<file path="config.mk">
export PLATFORM = sky130hd
export DESIGN_NAME = first_fit_walker
export DESIGN_NICKNAME = d
export VERILOG_FILES = /design/src/rtl/first_fit_walker.sv
export SDC_FILE = /design/constraint.sdc
export NUM_CORES = 2
export LEC_CHECK = 0
export ABC_CLOCK_PERIOD_IN_PS = 8250
export CORE_ASPECT_RATIO = 0.5
export CORE_MARGIN = 10
export CORE_UTILIZATION = 30
export DETAILED_ROUTE_END_ITERATION = 8
export SLEW_MARGIN = 5
export SYNTH_ARGS = -nofsm -noshare
export SYNTH_HDL_FRONTEND = slang
export SYNTH_SLANG_ARGS = --single-unit
</file>
<file path="constraint.sdc">
create_clock -name clk_i -period 8.25 [get_ports clk_i]
set_input_delay 1.2375 -clock clk_i [delete_from_list [all_inputs] [get_ports clk_i]]
set_output_delay 1.2375 -clock clk_i [all_outputs]
set_load 0.02 [all_outputs]
</file>
<file path="src/rtl/first_fit_walker.sv">
// rtl/first_fit_walker.sv - first-fit free-list search engine driving the LSU header port
module first_fit_walker #(
    parameter int unsigned         DATA_W    = 64,
    parameter logic [DATA_W-1:0]   HEAD_ADDR = 'h1000,
    parameter logic [DATA_W-1:0]   NULL_ADDR = '0,
    parameter int unsigned         MIN_SPLIT = 32,
    parameter int unsigned         MAX_HOPS  = 1024
) (
    input  logic              clk_i,
    input  logic              rst_ni,

    input  logic              alloc_req_val_i,
    output logic              alloc_req_rdy_o,
    input  logic [DATA_W-1:0] alloc_req_size_i,
    output logic              alloc_rsp_val_o,
    input  logic              alloc_rsp_rdy_i,
    output logic [DATA_W-1:0] alloc_rsp_addr_o,
    output logic              alloc_rsp_fail_o,

    output logic              lsu_req_val_o,
    input  logic              lsu_req_rdy_i,
    output logic              lsu_req_op_o,
    output logic              lsu_req_is_first_o,
    output logic [DATA_W-1:0] lsu_req_addr_o,
    output logic [DATA_W-1:0] lsu_req_size_o,
    output logic [DATA_W-1:0] lsu_req_next_addr_o,
    input  logic              lsu_rsp_val_i,
    input  logic [DATA_W-1:0] lsu_rsp_addr_i,
    input  logic [DATA_W-1:0] lsu_rsp_size_i,
    input  logic [DATA_W-1:0] lsu_rsp_next_addr_i
);

    localparam int unsigned HOP_W = $clog2(MAX_HOPS + 1);
    localparam logic [HOP_W-1:0] HOP_LAST = HOP_W'(MAX_HOPS - 1);
    localparam logic [DATA_W:0]  SPLIT_MIN = (DATA_W+1)'(MIN_SPLIT);

    typedef enum logic [2:0] {
        S_IDLE, S_LD_REQ, S_LD_WAIT, S_CHECK, S_ST_REQ, S_ST_WAIT, S_RSP
    } state_e;

    state_e            state_q, state_d;
    logic [DATA_W-1:0] req_size_q, req_size_d;
    logic [HOP_W-1:0]  hops_q, hops_d;
    logic [DATA_W-1:0] cur_addr_q, cur_addr_d;
    logic [DATA_W-1:0] cur_size_q, cur_size_d;
    logic [DATA_W-1:0] cur_next_q, cur_next_d;
    logic [DATA_W-1:0] prev_addr_q, prev_addr_d;
    logic [DATA_W-1:0] prev_size_q, prev_size_d;
    logic              lsu_op_q, lsu_op_d;
    logic              lsu_first_q, lsu_first_d;
    logic [DATA_W-1:0] lsu_addr_q, lsu_addr_d;
    logic [DATA_W-1:0] lsu_size_q, lsu_size_d;
    logic [DATA_W-1:0] lsu_next_q, lsu_next_d;
    logic [DATA_W-1:0] rsp_addr_q, rsp_addr_d;
    logic              rsp_fail_q, rsp_fail_d;

    logic [DATA_W:0]   diff;
    logic              fit;

    // State and datapath registers; reset abandons any walk in flight
    always_ff @(posedge clk_i) begin
        if (!rst_ni) begin
            state_q     <= S_IDLE;
            req_size_q  <= '0;
            hops_q      <= '0;
            cur_addr_q  <= '0;
            cur_size_q  <= '0;
            cur_next_q  <= '0;
            prev_addr_q <= '0;
            prev_size_q <= '0;
            lsu_op_q    <= 1'b0;
            lsu_first_q <= 1'b0;
            lsu_addr_q  <= '0;
            lsu_size_q  <= '0;
            lsu_next_q  <= '0;
            rsp_addr_q  <= '0;
            rsp_fail_q  <= 1'b0;
        end else begin
            state_q     <= state_d;
            req_size_q  <= req_size_d;
            hops_q      <= hops_d;
            cur_addr_q  <= cur_addr_d;
            cur_size_q  <= cur_size_d;
            cur_next_q  <= cur_next_d;
            prev_addr_q <= prev_addr_d;
            prev_size_q <= prev_size_d;
            lsu_op_q    <= lsu_op_d;
            lsu_first_q <= lsu_first_d;
            lsu_addr_q  <= lsu_addr_d;
            lsu_size_q  <= lsu_size_d;
            lsu_next_q  <= lsu_next_d;
            rsp_addr_q  <= rsp_addr_d;
            rsp_fail_q  <= rsp_fail_d;
        end
    end

    // Next-state logic: walk the list, decide split/unlink, stage the next LSU request
    always_comb begin
        state_d     = state_q;
        req_size_d  = req_size_q;
        hops_d      = hops_q;
        cur_addr_d  = cur_addr_q;
        cur_size_d  = cur_size_q;
        cur_next_d  = cur_next_q;
        prev_addr_d = prev_addr_q;
        prev_size_d = prev_size_q;
        lsu_op_d    = lsu_op_q;
        lsu_first_d = lsu_first_q;
        lsu_addr_d  = lsu_addr_q;
        lsu_size_d  = lsu_size_q;
        lsu_next_d  = lsu_next_q;
        rsp_addr_d  = rsp_addr_q;
        rsp_fail_d  = rsp_fail_q;

        // Leftover is computed one bit wider so an undersized block can never wrap into a fit
        diff = {1'b0, cur_size_q} - {1'b0, req_size_q};
        fit  = (cur_size_q >= req_size_q);

        unique case (state_q)
            S_IDLE: begin
                if (alloc_req_val_i) begin
                    req_size_d = alloc_req_size_i;
                    hops_d     = '0;
                    if (alloc_req_size_i == '0) begin
                        rsp_fail_d = 1'b1;
                        rsp_addr_d = NULL_ADDR;
                        state_d    = S_RSP;
                    end else begin
                        lsu_op_d    = 1'b0;
                        lsu_first_d = 1'b1;
                        lsu_addr_d  = HEAD_ADDR;
                        lsu_size_d  = '0;
                        lsu_next_d  = '0;
                        state_d     = S_LD_REQ;
                    end
                end
            end
            S_LD_REQ: begin
                if (lsu_req_rdy_i) begin
                    state_d = S_LD_WAIT;
                end
            end
            S_LD_WAIT: begin
                if (lsu_rsp_val_i) begin
                    cur_addr_d = lsu_rsp_addr_i;
                    cur_size_d = lsu_rsp_size_i;
                    cur_next_d = lsu_rsp_next_addr_i;
                    state_d    = S_CHECK;
                end
            end
            S_CHECK: begin
                lsu_first_d = 1'b0;
                if (lsu_first_q) begin
                    // The sentinel never satisfies a request; it only becomes the first predecessor
                    prev_addr_d = cur_addr_q;
                    prev_size_d = cur_size_q;
                    if (cur_next_q == NULL_ADDR) begin
                        rsp_fail_d = 1'b1;
                        rsp_addr_d = NULL_ADDR;
                        state_d    = S_RSP;
                    end else begin
                        lsu_op_d   = 1'b0;
                        lsu_addr_d = cur_next_q;
                        state_d    = S_LD_REQ;
                    end
                end else if (fit) begin
                    lsu_op_d   = 1'b1;
                    rsp_fail_d = 1'b0;
                    state_d    = S_ST_REQ;
                    if (diff >= SPLIT_MIN) begin
                        // Carve the allocation from the tail so the list links stay untouched
                        lsu_addr_d = cur_addr_q;
                        lsu_size_d = diff[DATA_W-1:0];
                        lsu_next_d = cur_next_q;
                        rsp_addr_d = cur_addr_q + diff[DATA_W-1:0];
                    end else begin
                        lsu_addr_d = prev_addr_q;
                        lsu_size_d = prev_size_q;
                        lsu_next_d = cur_next_q;
                        rsp_addr_d = cur_addr_q;
                    end
                end else if ((cur_next_q == NULL_ADDR) || (hops_q == HOP_LAST)) begin
                    rsp_fail_d = 1'b1;
                    rsp_addr_d = NULL_ADDR;
                    state_d    = S_RSP;
                end else begin
                    prev_addr_d = cur_addr_q;
                    prev_size_d = cur_size_q;
                    hops_d      = hops_q + 1'b1;
                    lsu_op_d    = 1'b0;
                    lsu_addr_d  = cur_next_q;
                    state_d     = S_LD_REQ;
                end
            end
            S_ST_REQ: begin
                if (lsu_req_rdy_i) begin
                    state_d = S_ST_WAIT;
                end
            end
            S_ST_WAIT: begin
                if (lsu_rsp_val_i) begin
                    state_d = S_RSP;
                end
            end
            S_RSP: begin
                if (alloc_rsp_rdy_i) begin
                    state_d = S_IDLE;
                end
            end
            default: state_d = S_IDLE;
        endcase
    end

    // Outputs decode from registered state so every LSU request field is a flop output
    always_comb begin
        alloc_req_rdy_o     = (state_q == S_IDLE);
        alloc_rsp_val_o     = (state_q == S_RSP);
        alloc_rsp_addr_o    = rsp_addr_q;
        alloc_rsp_fail_o    = (state_q == S_RSP) && rsp_fail_q;
        lsu_req_val_o       = (state_q == S_LD_REQ) || (state_q == S_ST_REQ);
        lsu_req_op_o        = lsu_op_q;
        lsu_req_is_first_o  = lsu_first_q;
        lsu_req_addr_o      = lsu_addr_q;
        lsu_req_size_o      = lsu_size_q;
        lsu_req_next_addr_o = lsu_next_q;
    end

endmodule

</file>
==> flow_summary.toml <==
[outcome]
status = "finished clean"

[worst_setup_path]
critical_path.cell_chain = "inv_1 -> ha_1 -> nand2_1 -> or4b_1 -> or3_1 -> o32a_1 -> nand2_1 -> xor2_1 -> ha_1 -> and3_1 -> or4b_2 -> a211oi_1 -> o311ai_0 -> buf_4 -> o31ai_1 -> o221a_2 -> or2_2 -> a21oi_1 -> a211oi_1 -> o31ai_1"
rr_startpoint = "req_size_q[26]$_SDFFE_PN0P_"
arrival_ps = 7340
cp_top_family = "simple AND/OR/NAND/NOR gates"
critPathLaunch = "req_size_q[26]$_SDFFE_PN0P_"
worstSetupPathType = "flip-flop to flip-flop"
end_kind = "flip-flop"
slowest_stage = "xor2_1"
cp_max_fo = 9
critical_path_buf_inv_count = 2
start_kind = "flip-flop"
max_stage_delay_ps = 690
crit_required_ps = 8770

[pwr]
power_switching_uw = 7510
power_uw = 15500
vdd_drop_max_mv = 0.222
pwr-share-clk = 0.211
cellInternalPower_uw = 7970
powerDensity_nw_per_um2 = 356
combPwrFrac = 0.559
p_sw_frac = 0.485
p_leak_uw = 0.0158
p_seq_frac = 0.230

[sta]
finalHoldViolCount = 0
slew_headroom = 0.156
fmax_mhz = 147
setup_viol = 0
min_period_over_period = 0.827
tns_ps = 0
drv_slew = 0
grt_setup_unrepaired = "no"
tightest_slew_ps = 1260
fin_crit_ps = 6830
fin_worst_skew_ps = 33.1

[grt]
grt_util_all_layers = 0.214
antenna_found_initial = 11
grt-ovfl-total = 0
grt_start_max_net_pins = 184
grt_pass1_vias = 32300
grt_pass1_wl_mm = 215

[die]
initial_core_util = 0.301
die_y_um = 260
dieArea_um2 = 130000
ios = 524
die_x_um = 501
coreArea_um2 = 115000
fp-row-count = 88

[clock_network]
cts.htree.levels = 3
numCtsBuffers = 67
clockBufferDepth = 3
clk_latency_ps = 670
cts.clk_slew.worst_paths_ps = 70
clock_sinks = 657
postCtsSetupRepairBufs = 0
cts_root_buffer = "clkbuf_16"
holdBufCountCts = 0
ctsResizeCount = 0
cts_tree = "yes"

[placed_design]
place_area_um2 = 41200
portBuffers = 523
dp_cells = 6210
routabilityCongestion = 0.944
hpwlAfterDp_mm = 115

[yosys]
syn_area_per_cell_um2 = 7.89
synth_ff_type = "dfxtp_1"
synth_edf_count = 0
netlist_instances = 4392
synth_seq_area_share = 0.380
synth.distinct_cells = 76
yosysWarnings = 0
async_flop_share = 0
synth.cell_area_um2 = 34600
syn_nets = 4790
yosysTopAreaCell = "dfxtp_1"
synth_top_area_frac = 0.380
synth_area_leaders = "dfxtp_1 38%, nand2_1 12%, a21boi_0 8.5%, ha_1 4.8%, a21oi_1 4.3%"
synth_seq_cells = 657

[flow_run]
cap_violations = 0

[drt]
viasPerCell = 5.33
wl_mm = 147
drc = 0
drt_iter0_drc = 3112
dr.pass1.iters = 6
postRouteAntennaNets = 0
wl_per_cell_um = 23.3
vias = 33800

[finish]
drive_gt1_frac = 0.0421
area_growth_pct = 25.5
finalNonFillerCells = 6338
nNetsFinal = 5147
fill_cells = 11900
final_cell_area_um2 = 43500

[worst_hold_path]
hold_path_class = "flip-flop to flip-flop"
hp-start = "alloc_rsp_addr_o[7]$_SDFFE_PN0P_"
==> power groups by stage <==
stage	clock (uW)	combinational (uW)	sequential (uW)
CTS	3320	8470	3560
floorplan	0	5380	3540
global placement	0	8400	3620
detailed placement	0	8440	3630
global route	3450	9350	3580
finish	3260	8660	3560
==> per-stage QoR <==
step / setup slack, ps / util / hold slack [ps]
floorplan: 3040 / - / 443
CTS: 1470 / 0.378 / 450
global route: 1080 / 0.378 / 464
finish: 1420 / 0.378 / 446
global placement: 1630 / 0.358 / 439
detailed placement: 1550 / 0.358 / 441
==> logic make-up after synthesis <==
logic type | Yosys count | share of synthesized area
AOI/OAI and AO/OA | 1386 | 0.262
xor gates and xnor gates | 106 | 0.0268
adders and majority gates | 136 | 0.0496
buffers and inverters | 374 | 0.0436
DFF | 657 | 0.380
muxes | 131 | 0.0379
and+or+nand+nor | 1602 | 0.200
==> cell usage after synthesis (all sizes together), types with 11 or more instances <==
library cell / n
o21ai: 291
nand3: 35
o21bai: 18
a21oi: 300
dfxtp: 657
a211oi: 28
a21boi: 390
nand4: 54
o31ai: 13
nor3: 38
or2: 14
ha: 134
xnor2: 57
xor2: 49
a22oi: 127
inv: 90
nand2: 1106
nor2b: 84
o211ai: 21
clkbuf: 253
o21a: 33
a31oi: 11
nor2: 113
mux2i: 131
buf: 31
and3: 27
nand2b: 16
and2: 21
or3: 23
nor4: 42
a21o: 67
==> final cells by class <==
type | instances | area (um2) | area share
Clock inverter | 27 | 378 | 0.00869
Clock buffer | 93 | 1920 | 0.0441
Inverter | 90 | 338 | 0.00777
Timing Repair Buffer | 572 | 5650 | 0.130
Sequential cell | 657 | 13200 | 0.303
Tap cell | 1530 | 1910 | 0.0440
Antenna cell | 8 | 20.0 | 0.000460
Multi-Input combinational cell | 3361 | 20100 | 0.463
==> layout by cell type, fill, tap and decap left out, types with 28 or more instances in the layout <==
master and n:
inv_1 90, clkdlybuf4s50_1 522, a21oi_1 292, nor3_1 38
ha_1 134, o21a_1 33, nor2b_1 83, a211oi_1 28
nor4_1 40, xor2_1 49, o21ai_0 203, mux2i_1 131
dfxtp_1 657, buf_4 46, nand2_1 1105, nand3_1 34
nand4_1 54, a21boi_0 390, a22oi_1 127, o21ai_1 86
a21o_1 65, xnor2_1 57, clkbuf_16 68, nor2_1 112
==> worst min-delay path, delay by kind of cell (launching register included) <==
family	cells	cell delay, ps
DFF	1	310
and+or+nand+nor	1	50
AOI/OAI and AO/OA	1	50
==> path summary, 6_finish.rpt <==
path	cells past startpoint	slack, ps	to
min	2	450	alloc_rsp_addr_o[7]$_SDFFE_PN0P_
min reg2reg	2	450	alloc_rsp_addr_o[7]$_SDFFE_PN0P_
max reg2reg	20	1420	alloc_rsp_addr_o[60]$_SDFFE_PN0P_
max	20	1420	alloc_rsp_addr_o[60]$_SDFFE_PN0P_
==> layer usage <==
layer,track usage,share of wire,up-vias
met5,0,0,-
met4,0.0895,0.044,0
met3,0.0354,0.057,235
met2,0.349,0.46,1059
met1,0.280,0.44,16400
li1,-,-,16100
==> registers in the layout, indices dropped and copies added, names as in the netlist <==
name	flops
state_q	3
lsu_req_op_o	1
lsu_req_is_first_o	1
cur_next_q	64
lsu_req_next_addr_o	64
cur_size_q	64
lsu_req_size_o	64
hops_q	11
alloc_rsp_addr_o	64
cur_addr_q	64
prev_size_q	64
rsp_fail_q	1
lsu_req_addr_o	64
req_size_q	64
prev_addr_q	64
No activity file was read; power rests on OpenSTA's default activity.
